**src/rtl/out_uart.sv**
```systemverilog
// Output stage behind the CPU control unit: buffers written words in a small
// FIFO and sends each one as d/8 UART 8N1 frames, least-significant byte first.
module out_uart #(
  parameter int d            = 16,
  parameter int DEPTH        = 4,
  parameter int CLKS_PER_BIT = 434
) (
  input  logic         clk,
  input  logic         reset,
  input  logic         wr,
  input  logic [d-1:0] din,
  output logic         tx,
  output logic         busy,
  output logic         full,
  output logic         empty,
  output logic         overflow
);
  localparam int PW = (DEPTH > 1) ? $clog2(DEPTH) : 1;
  localparam int CW = $clog2(DEPTH + 1);
  localparam int KW = (CLKS_PER_BIT > 1) ? $clog2(CLKS_PER_BIT) : 1;
  localparam int NB = d / 8;
  localparam int BW = (NB > 1) ? $clog2(NB) : 1;

  typedef enum logic [1:0] {IDLE, START, DATA, STOP} state_t;

  logic [d-1:0]  r_mem [DEPTH];
  logic [PW-1:0] r_wrPtr;
  logic [PW-1:0] r_rdPtr;
  logic [CW-1:0] r_count;
  logic          r_full;
  logic          r_empty;
  logic          r_overflow;
  state_t        r_state;
  logic [d-1:0]  r_shift;
  logic [KW-1:0] r_clkCnt;
  logic [2:0]    r_bitIdx;
  logic [BW-1:0] r_byteIdx;
  logic          r_tx;

  logic          w_pop;
  logic          w_push;
  logic          w_bitDone;
  logic [CW-1:0] w_countNext;

  // A write into a full FIFO still lands when the serialiser frees a slot on the same edge.
  assign w_pop     = (r_state == IDLE) && !r_empty;
  assign w_push    = wr && (!r_full || w_pop);
  assign w_bitDone = (r_clkCnt == KW'(CLKS_PER_BIT - 1));

  always_comb begin
    w_countNext = r_count;
    if (w_push && !w_pop)
      w_countNext = r_count + CW'(1);
    else if (w_pop && !w_push)
      w_countNext = r_count - CW'(1);
  end

  always_ff @(posedge clk) begin
    if (w_push)
      r_mem[r_wrPtr] <= din;
  end

  always_ff @(posedge clk or negedge reset) begin
    if (!reset) begin
      r_wrPtr    <= '0;
      r_rdPtr    <= '0;
      r_count    <= '0;
      r_full     <= 1'b0;
      r_empty    <= 1'b1;
      r_overflow <= 1'b0;
    end else begin
      if (w_push)
        r_wrPtr <= r_wrPtr + PW'(1);
      if (w_pop)
        r_rdPtr <= r_rdPtr + PW'(1);
      if (wr && !w_push)
        r_overflow <= 1'b1;
      r_count <= w_countNext;
      r_full  <= (w_countNext == CW'(DEPTH));
      r_empty <= (w_countNext == '0);
    end
  end

  // After eight right shifts the next byte of the word already sits in the low bits.
  always_ff @(posedge clk or negedge reset) begin
    if (!reset) begin
      r_state   <= IDLE;
      r_shift   <= '0;
      r_clkCnt  <= '0;
      r_bitIdx  <= '0;
      r_byteIdx <= '0;
      r_tx      <= 1'b1;
    end else begin
      case (r_state)
        IDLE: begin
          r_tx <= 1'b1;
          if (w_pop) begin
            r_shift   <= r_mem[r_rdPtr];
            r_byteIdx <= '0;
            r_clkCnt  <= '0;
            r_state   <= START;
            r_tx      <= 1'b0;
          end
        end
        START: begin
          if (w_bitDone) begin
            r_clkCnt <= '0;
            r_bitIdx <= '0;
            r_state  <= DATA;
            r_tx     <= r_shift[0];
          end else begin
            r_clkCnt <= r_clkCnt + KW'(1);
          end
        end
        DATA: begin
          if (w_bitDone) begin
            r_clkCnt <= '0;
            r_shift  <= r_shift >> 1;
            if (r_bitIdx == 3'd7) begin
              r_state <= STOP;
              r_tx    <= 1'b1;
            end else begin
              r_bitIdx <= r_bitIdx + 3'd1;
              r_tx     <= r_shift[1];
            end
          end else begin
            r_clkCnt <= r_clkCnt + KW'(1);
          end
        end
        STOP: begin
          if (w_bitDone) begin
            r_clkCnt <= '0;
            if (r_byteIdx < BW'(NB - 1)) begin
              r_byteIdx <= r_byteIdx + BW'(1);
              r_state   <= START;
              r_tx      <= 1'b0;
            end else begin
              r_state <= IDLE;
              r_tx    <= 1'b1;
            end
          end else begin
            r_clkCnt <= r_clkCnt + KW'(1);
          end
        end
        default: begin
          r_state <= IDLE;
          r_tx    <= 1'b1;
        end
      endcase
    end
  end

  assign tx       = r_tx;
  assign full     = r_full;
  assign empty    = r_empty;
  assign overflow = r_overflow;
  assign busy     = (r_state != IDLE) || !r_empty;

endmodule

```
**config.mk**
```make
export PLATFORM = sky130hd
export DESIGN_NAME = out_uart
export DESIGN_NICKNAME = d
export VERILOG_FILES = /design/src/rtl/out_uart.sv
export SDC_FILE = /design/constraint.sdc
export NUM_CORES = 1
export LEC_CHECK = 0
export ABC_AREA = 1
export CORE_ASPECT_RATIO = 1.75
export CORE_UTILIZATION = 54
export DETAILED_ROUTE_END_ITERATION = 7
export PLACE_DENSITY_LB_ADDON = 0.05
export SLEW_MARGIN = 20
export SYNTH_ARGS = -nofsm -noshare
export SYNTH_HDL_FRONTEND = slang
export SYNTH_SLANG_ARGS = --single-unit
```
**constraint.sdc**
```tcl
create_clock -name clk -period 2.4 [get_ports clk]
set_clock_uncertainty 0.1 [all_clocks]
set_input_delay 0.48 -clock clk [delete_from_list [all_inputs] [get_ports clk]]
set_output_delay 0.48 -clock clk [all_outputs]
set_load 0.005 [all_outputs]
```
==> flow_summary.json, run 1 <==
{
  "wl_per_cell_um": 14.0,
  "power_density_nw_per_um2": 793,
  "drive_gt1_frac": 0.105,
  "drc": 0,
  "dpl.hpwl_um": 6110,
  "synth-edff-count": 64,
  "status": "completed",
  "port_buffers": 23,
  "ctsRootBufferMaster": "clkbuf_16",
  "crit_slowest_cell": "clkdlybuf4s50_1",
  "hold_violations": 0,
  "yosys-top-cells-count": "nand2_1, edfxtp_1, nand3_1",
  "crit_type": "reg2out",
  "tightest_slew_ns": 0.778,
  "routed_wl_um": 8860,
  "p_leak_nw": 2.35,
  "critPathRequiredTime_ns": 1.82,
  "grt.total_usage": 0.214,
  "max_stage_delay_ns": 0.47,
  "h-tree-depth": 3,
  "fill_cells": 742,
  "grt_pass1_wl_um": 15000,
  "synth-seq-cells": 106,
  "grt_pass1_vias": 3295,
  "final_net_count": 544,
  "yosys.area.top_type": "edfxtp_1",
  "die_x_um": 73.5,
  "final_util": 0.633,
  "async_flop_share": 0.396,
  "post-route-min-period_ns": 2.26,
  "yosysMostFrequentCell": "nand2_1",
  "ys_warn_count": 0,
  "whs_ns": 0.119,
  "clock_sinks": 106,
  "path_max_fanout": 4,
  "rsz0062_at_grt": "false",
  "peakVddDrop_v": 0.000573,
  "slew_headroom": 0.482,
  "grt_overflow": 0,
  "ys_seq_area_frac": 0.617,
  "crit_chain": "inv_1 -> ha_2 -> nand2_1 -> clkdlybuf4s50_1",
  "drv_cap": 0,
  "multi_input_area_um2": 1560,
  "clock_latency_ns": 0.34,
  "ioPinCount": 24,
  "fin_tns_setup_ns": 0,
  "worstSetupStartpointType": "register",
  "setup_viol": 0,
  "crit_arrival_ns": 1.68,
  "die-area_um2": 9330,
  "yosys-top-cells-area": "edfxtp_1, dfrtp_1, nand2_1",
  "synth_top_area_share": 0.398,
  "antenna_left": 0,
  "path_buf_inv": 2,
  "clkTransAtPathRegs_ns": 0.06,
  "cts_tree": "done",
  "hp-class": "in2async",
  "initial_core_util": 0.556,
  "regArea_um2": 2980,
  "cts_hold_repair.buffers": 0,
  "diodes": 0,
  "ys.flop_type": "edfxtp_1",
  "grt_max_degree": 36,
  "num_rows": 45,
  "cts_buffers": 9,
  "end_kind": "output pin",
  "die_h_um": 127,
  "drv_slew": 0,
  "cts.path.max_buffers": 2,
  "syn-num-nets": 512,
  "fin_crit_sh": 0.940,
  "max_freq_mhz": 443,
  "netlist_area_um2": 4820,
  "yosysUniqueCellTypes": 36,
  "drt_iter0_drc": 194,
  "core_area_um2": 8670,
  "netlist_instances": 478,
  "firstDrtPassIters": 6,
  "syn_to_final_growth_pct": 13.8,
  "critPathTopFamily": "buffers and inverters",
  "place.gp.congestion": 0.795,
  "routed_via_density": 5.18,
  "postSynthAreaPerCell_um2": 10.1,
  "via_count": 3273,
  "antenna_found_initial": 0
}
==> repair_timing <==
item	4_1_cts	5_1_grt
pin swaps	0	0
setup buffers	1	0
setup endpoints to repair	1	1
gates resized for setup	0	2
==> metrics by stage <==
stage	instance area (µm²)	setup WS [ns]	power, mW	cells
after floorplan	4820	0.0500	2.77	478
after global placement	5210	0.319	3.05	615
after detailed placement	5210	0.262	3.07	615
after CTS	5490	0.0487	4.40	632
after global routing	5490	0.0600	4.58	632
final	5490	0.143	4.35	632
==> flip-flops by register name, indices dropped and copies added (netlist names) <==
signal / count
full: 1
empty: 1
r_clkCnt: 9
r_mem: 64
r_bitIdx: 3
r_shift: 16
r_count: 3
r_byteIdx: 1
r_state: 2
overflow: 1
tx: 1
r_rdPtr: 2
r_wrPtr: 2
==> kinds of logic (layout without fill, tap and decap cells) <==
group | after synthesis | count (layout) | synth area share
DFF | 106 | 106 | 0.617
xor gates and xnor gates | 3 | 3 | 0.00545
adders and majority gates | 15 | 15 | 0.0389
AOI/OAI and AO/OA | 45 | 45 | 0.0565
buffers and inverters | 64 | 101 | 0.0596
and+or+nand+nor | 245 | 245 | 0.223
==> worst paths after layout <==
| path | from | endpoint | slack (ns) | depth (start not counted) |
|---|---|---|---|---|
| hold reg to reg | overflow | overflow | 0.37 | 1 |
| max in group asynchronous | reset | r_rdPtr[0] | 1.50 | 2 |
| setup / recovery | r_state[0] | busy | 0.14 | 4 |
| min in group clk | overflow | overflow | 0.37 | 1 |
| hold / removal | reset | r_clkCnt[5] | 0.12 | 1 |
| setup reg to reg | r_state[0] | r_mem[0][3] | 0.36 | 7 |
==> layout by cell type, fill, tap and decap left out, types with 3 or more instances in the layout <==
cell	count
nand2_1	129
edfxtp_1	64
nand3_1	62
inv_1	44
dfrtp_1	40
nor2_1	35
o21ai_0	24
clkdlybuf4s50_1	22
ha_1	14
buf_4	12
clkbuf_16	9
a21oi_1	7
nand4_1	6
o21ai_2	6
inv_2	4
nand2_2	3
nor3_1	3
==> metal layers <==
metal | up-vias | part of all wire | global-route usage
met1 | 1561 | 0.39 | 0.240
met3 | 13 | 0.022 | 0.0339
met4 | 0 | 0.019 | 0.0871
li1 | 1651 | - | -
met5 | - | 0 | 0
met2 | 48 | 0.57 | 0.392
==> layout make-up <==
| type | count | area share |
|---|---|---|
| timing repair buffer | 37 | 0.0647 |
| inverter | 48 | 0.0328 |
| clock inverter | 6 | 0.00752 |
| multi-input combinational | 308 | 0.285 |
| sequential | 106 | 0.542 |
| clock buffer | 10 | 0.0417 |
| tap | 117 | 0.0267 |
==> report_power, final <==
part / total [mW] / switching [mW] / internal (mW) / leakage (nW)
clock network: 1.33 / 0.623 / 0.706 / 0.128
logic: 0.682 / 0.411 / 0.271 / 1.13
registers: 2.34 / 0.0896 / 2.25 / 1.09
Power figures use the tool's default switching activity.
==> inputs of run 2 (changes only) <==
--- a/config.mk
+++ b/config.mk
@@ -6,7 +6,7 @@
 export NUM_CORES = 1
 export LEC_CHECK = 0
 export ABC_AREA = 1
-export CORE_ASPECT_RATIO = 1.75
+export CORE_ASPECT_RATIO = 1.4
 export CORE_UTILIZATION = 54
 export DETAILED_ROUTE_END_ITERATION = 7
 export PLACE_DENSITY_LB_ADDON = 0.05
==> flow_summary.json, run 2 (synthesis results as in run 1) <==
{
  "top_register": "r_mem",
  "met1_usage": 0.255,
  "diodes": 0,
  "fin_tns_setup_ns": 0,
  "hp-class": "in2async",
  "ioPinCount": 24,
  "grt_pass1_wl_um": 15100,
  "met2_usage": 0.385,
  "routed_wl_um": 8950,
  "final_common_cell": "nand2_1",
  "hold_violations": 0,
  "top_regs": "r_mem: 64 flops, r_shift: 16 flops, r_clkCnt: 9 flops",
  "power_density_nw_per_um2": 832,
  "setup_viol": 0,
  "core_area_um2": 8610,
  "cts.path.max_buffers": 2,
  "peakVddDrop_v": 0.000720,
  "crit_type": "reg2out",
  "die_h_um": 114,
  "grt-busiest-layer": "met2",
  "drv_slew": 0,
  "clock_latency_ns": 0.34,
  "wl_per_cell_um": 14.5,
  "fill_cells": 724,
  "cts_buffers": 9,
  "die_x_um": 81.9,
  "clkTransAtPathRegs_ns": 0.07,
  "clock_sinks": 106,
  "via_count": 3307,
  "critPathTopFamily": "buffers and inverters",
  "grt_overflow": 0,
  "port_buffers": 23,
  "path_buf_inv": 2,
  "drive_gt1_frac": 0.103,
  "drc": 0,
  "routed_via_density": 5.35,
  "firstDrtPassIters": 4,
  "crit_slowest_cell": "clkdlybuf4s50_1",
  "grt_use_met3": 0.0392,
  "tightest_slew_ns": 0.567,
  "layout.cells.most_common_list": "nand2_1, edfxtp_1, nand3_1",
  "grt.total_usage": 0.219,
  "grt_pass1_vias": 3295,
  "ctsRootBufferMaster": "clkbuf_16",
  "syn_to_final_growth_pct": 14.1,
  "p_leak_nw": 2.36,
  "largest_register_ffs": 64,
  "final_net_count": 542,
  "antenna_found_initial": 0,
  "antenna_left": 0,
  "h-tree-depth": 3,
  "num_rows": 40,
  "cts_tree": "done",
  "path_max_fanout": 5,
  "post-route-min-period_ns": 2.29,
  "rsz0062_at_grt": "false",
  "dpl.hpwl_um": 5930,
  "slew_headroom": 0.622,
  "initial_core_util": 0.560,
  "die-area_um2": 9320,
  "end_kind": "output pin",
  "drt_iter0_drc": 239,
  "worstSetupStartpointType": "register",
  "max_stage_delay_ns": 0.45,
  "place.gp.congestion": 0.783,
  "critPathRequiredTime_ns": 1.82,
  "power_mw": 4.58,
  "crit_arrival_ns": 1.71,
  "drv_cap": 0,
  "max_freq_mhz": 437,
  "crit_chain": "inv_1 -> ha_2 -> nand2_1 -> clkdlybuf4s50_1",
  "status": "completed",
  "grt_max_degree": 43,
  "pre_cts_ws_ns": 0.244,
  "fin_crit_sh": 0.954,
  "fin_ws_ns": 0.111
}
## run 2: what timing repair did
action / in CTS / in global routing
pin swaps: 0 / 0
hold buffers: 0 / 0
setup endpoints to repair: 1 / 1
setup buffers: 1 / 0
resized for setup: 0 / 1
## run 2: power breakdown
group | switching, mW | total (mW) | internal [mW]
logic | 0.403 | 0.665 | 0.262
registers | 0.0952 | 2.35 | 2.25
clock network | 0.644 | 1.56 | 0.921
## run 2: final timing paths
kind | from | to | slack [ns] | cells past startpoint
max in group asynchronous | reset | tx | 1.73 | 2
min reg2reg | r_bitIdx[1] | r_bitIdx[1] | 0.38 | 2
max | r_state[1] | busy | 0.11 | 4
min in group clk | r_bitIdx[1] | r_bitIdx[1] | 0.38 | 2
min | reset | r_clkCnt[5] | 0.09 | 2
max reg2reg | r_state[1] | r_mem[3][4] | 0.31 | 7
## run 2: area by class of cell
type                    instances  area (µm²)  area share
repair buffers                 35         328      0.0596
well taps                     105         131      0.0239
flip-flops and latches        106        2980       0.541
multi-input cells             308        1560       0.284
clock inverters                 7        98.8      0.0180
clock buffers                   9         225      0.0409
inverters                      48         180      0.0327
## run 2: through the flow
stage | cell area [µm²] | cells | hold WS [ns] | utilization
6_report | 5500 | 618 | 0.0886 | 0.639
3_5_place_dp | 5170 | 601 | 0.372 | 0.600
3_3_place_gp | 5170 | 601 | 0.357 | 0.600
4_1_cts | 5500 | 618 | 0.113 | 0.639
2_1_floorplan | 4820 | 478 | 0.0844 | -
5_1_grt | 5500 | 618 | 0.147 | 0.639
## run 2: layer usage
metal | part of all wire | vias to the layer above
met3 | 0.030 | 17
met5 | 0 | -
met2 | 0.54 | 57
met1 | 0.41 | 1581
li1 | - | 1652
met4 | 0.023 | 0
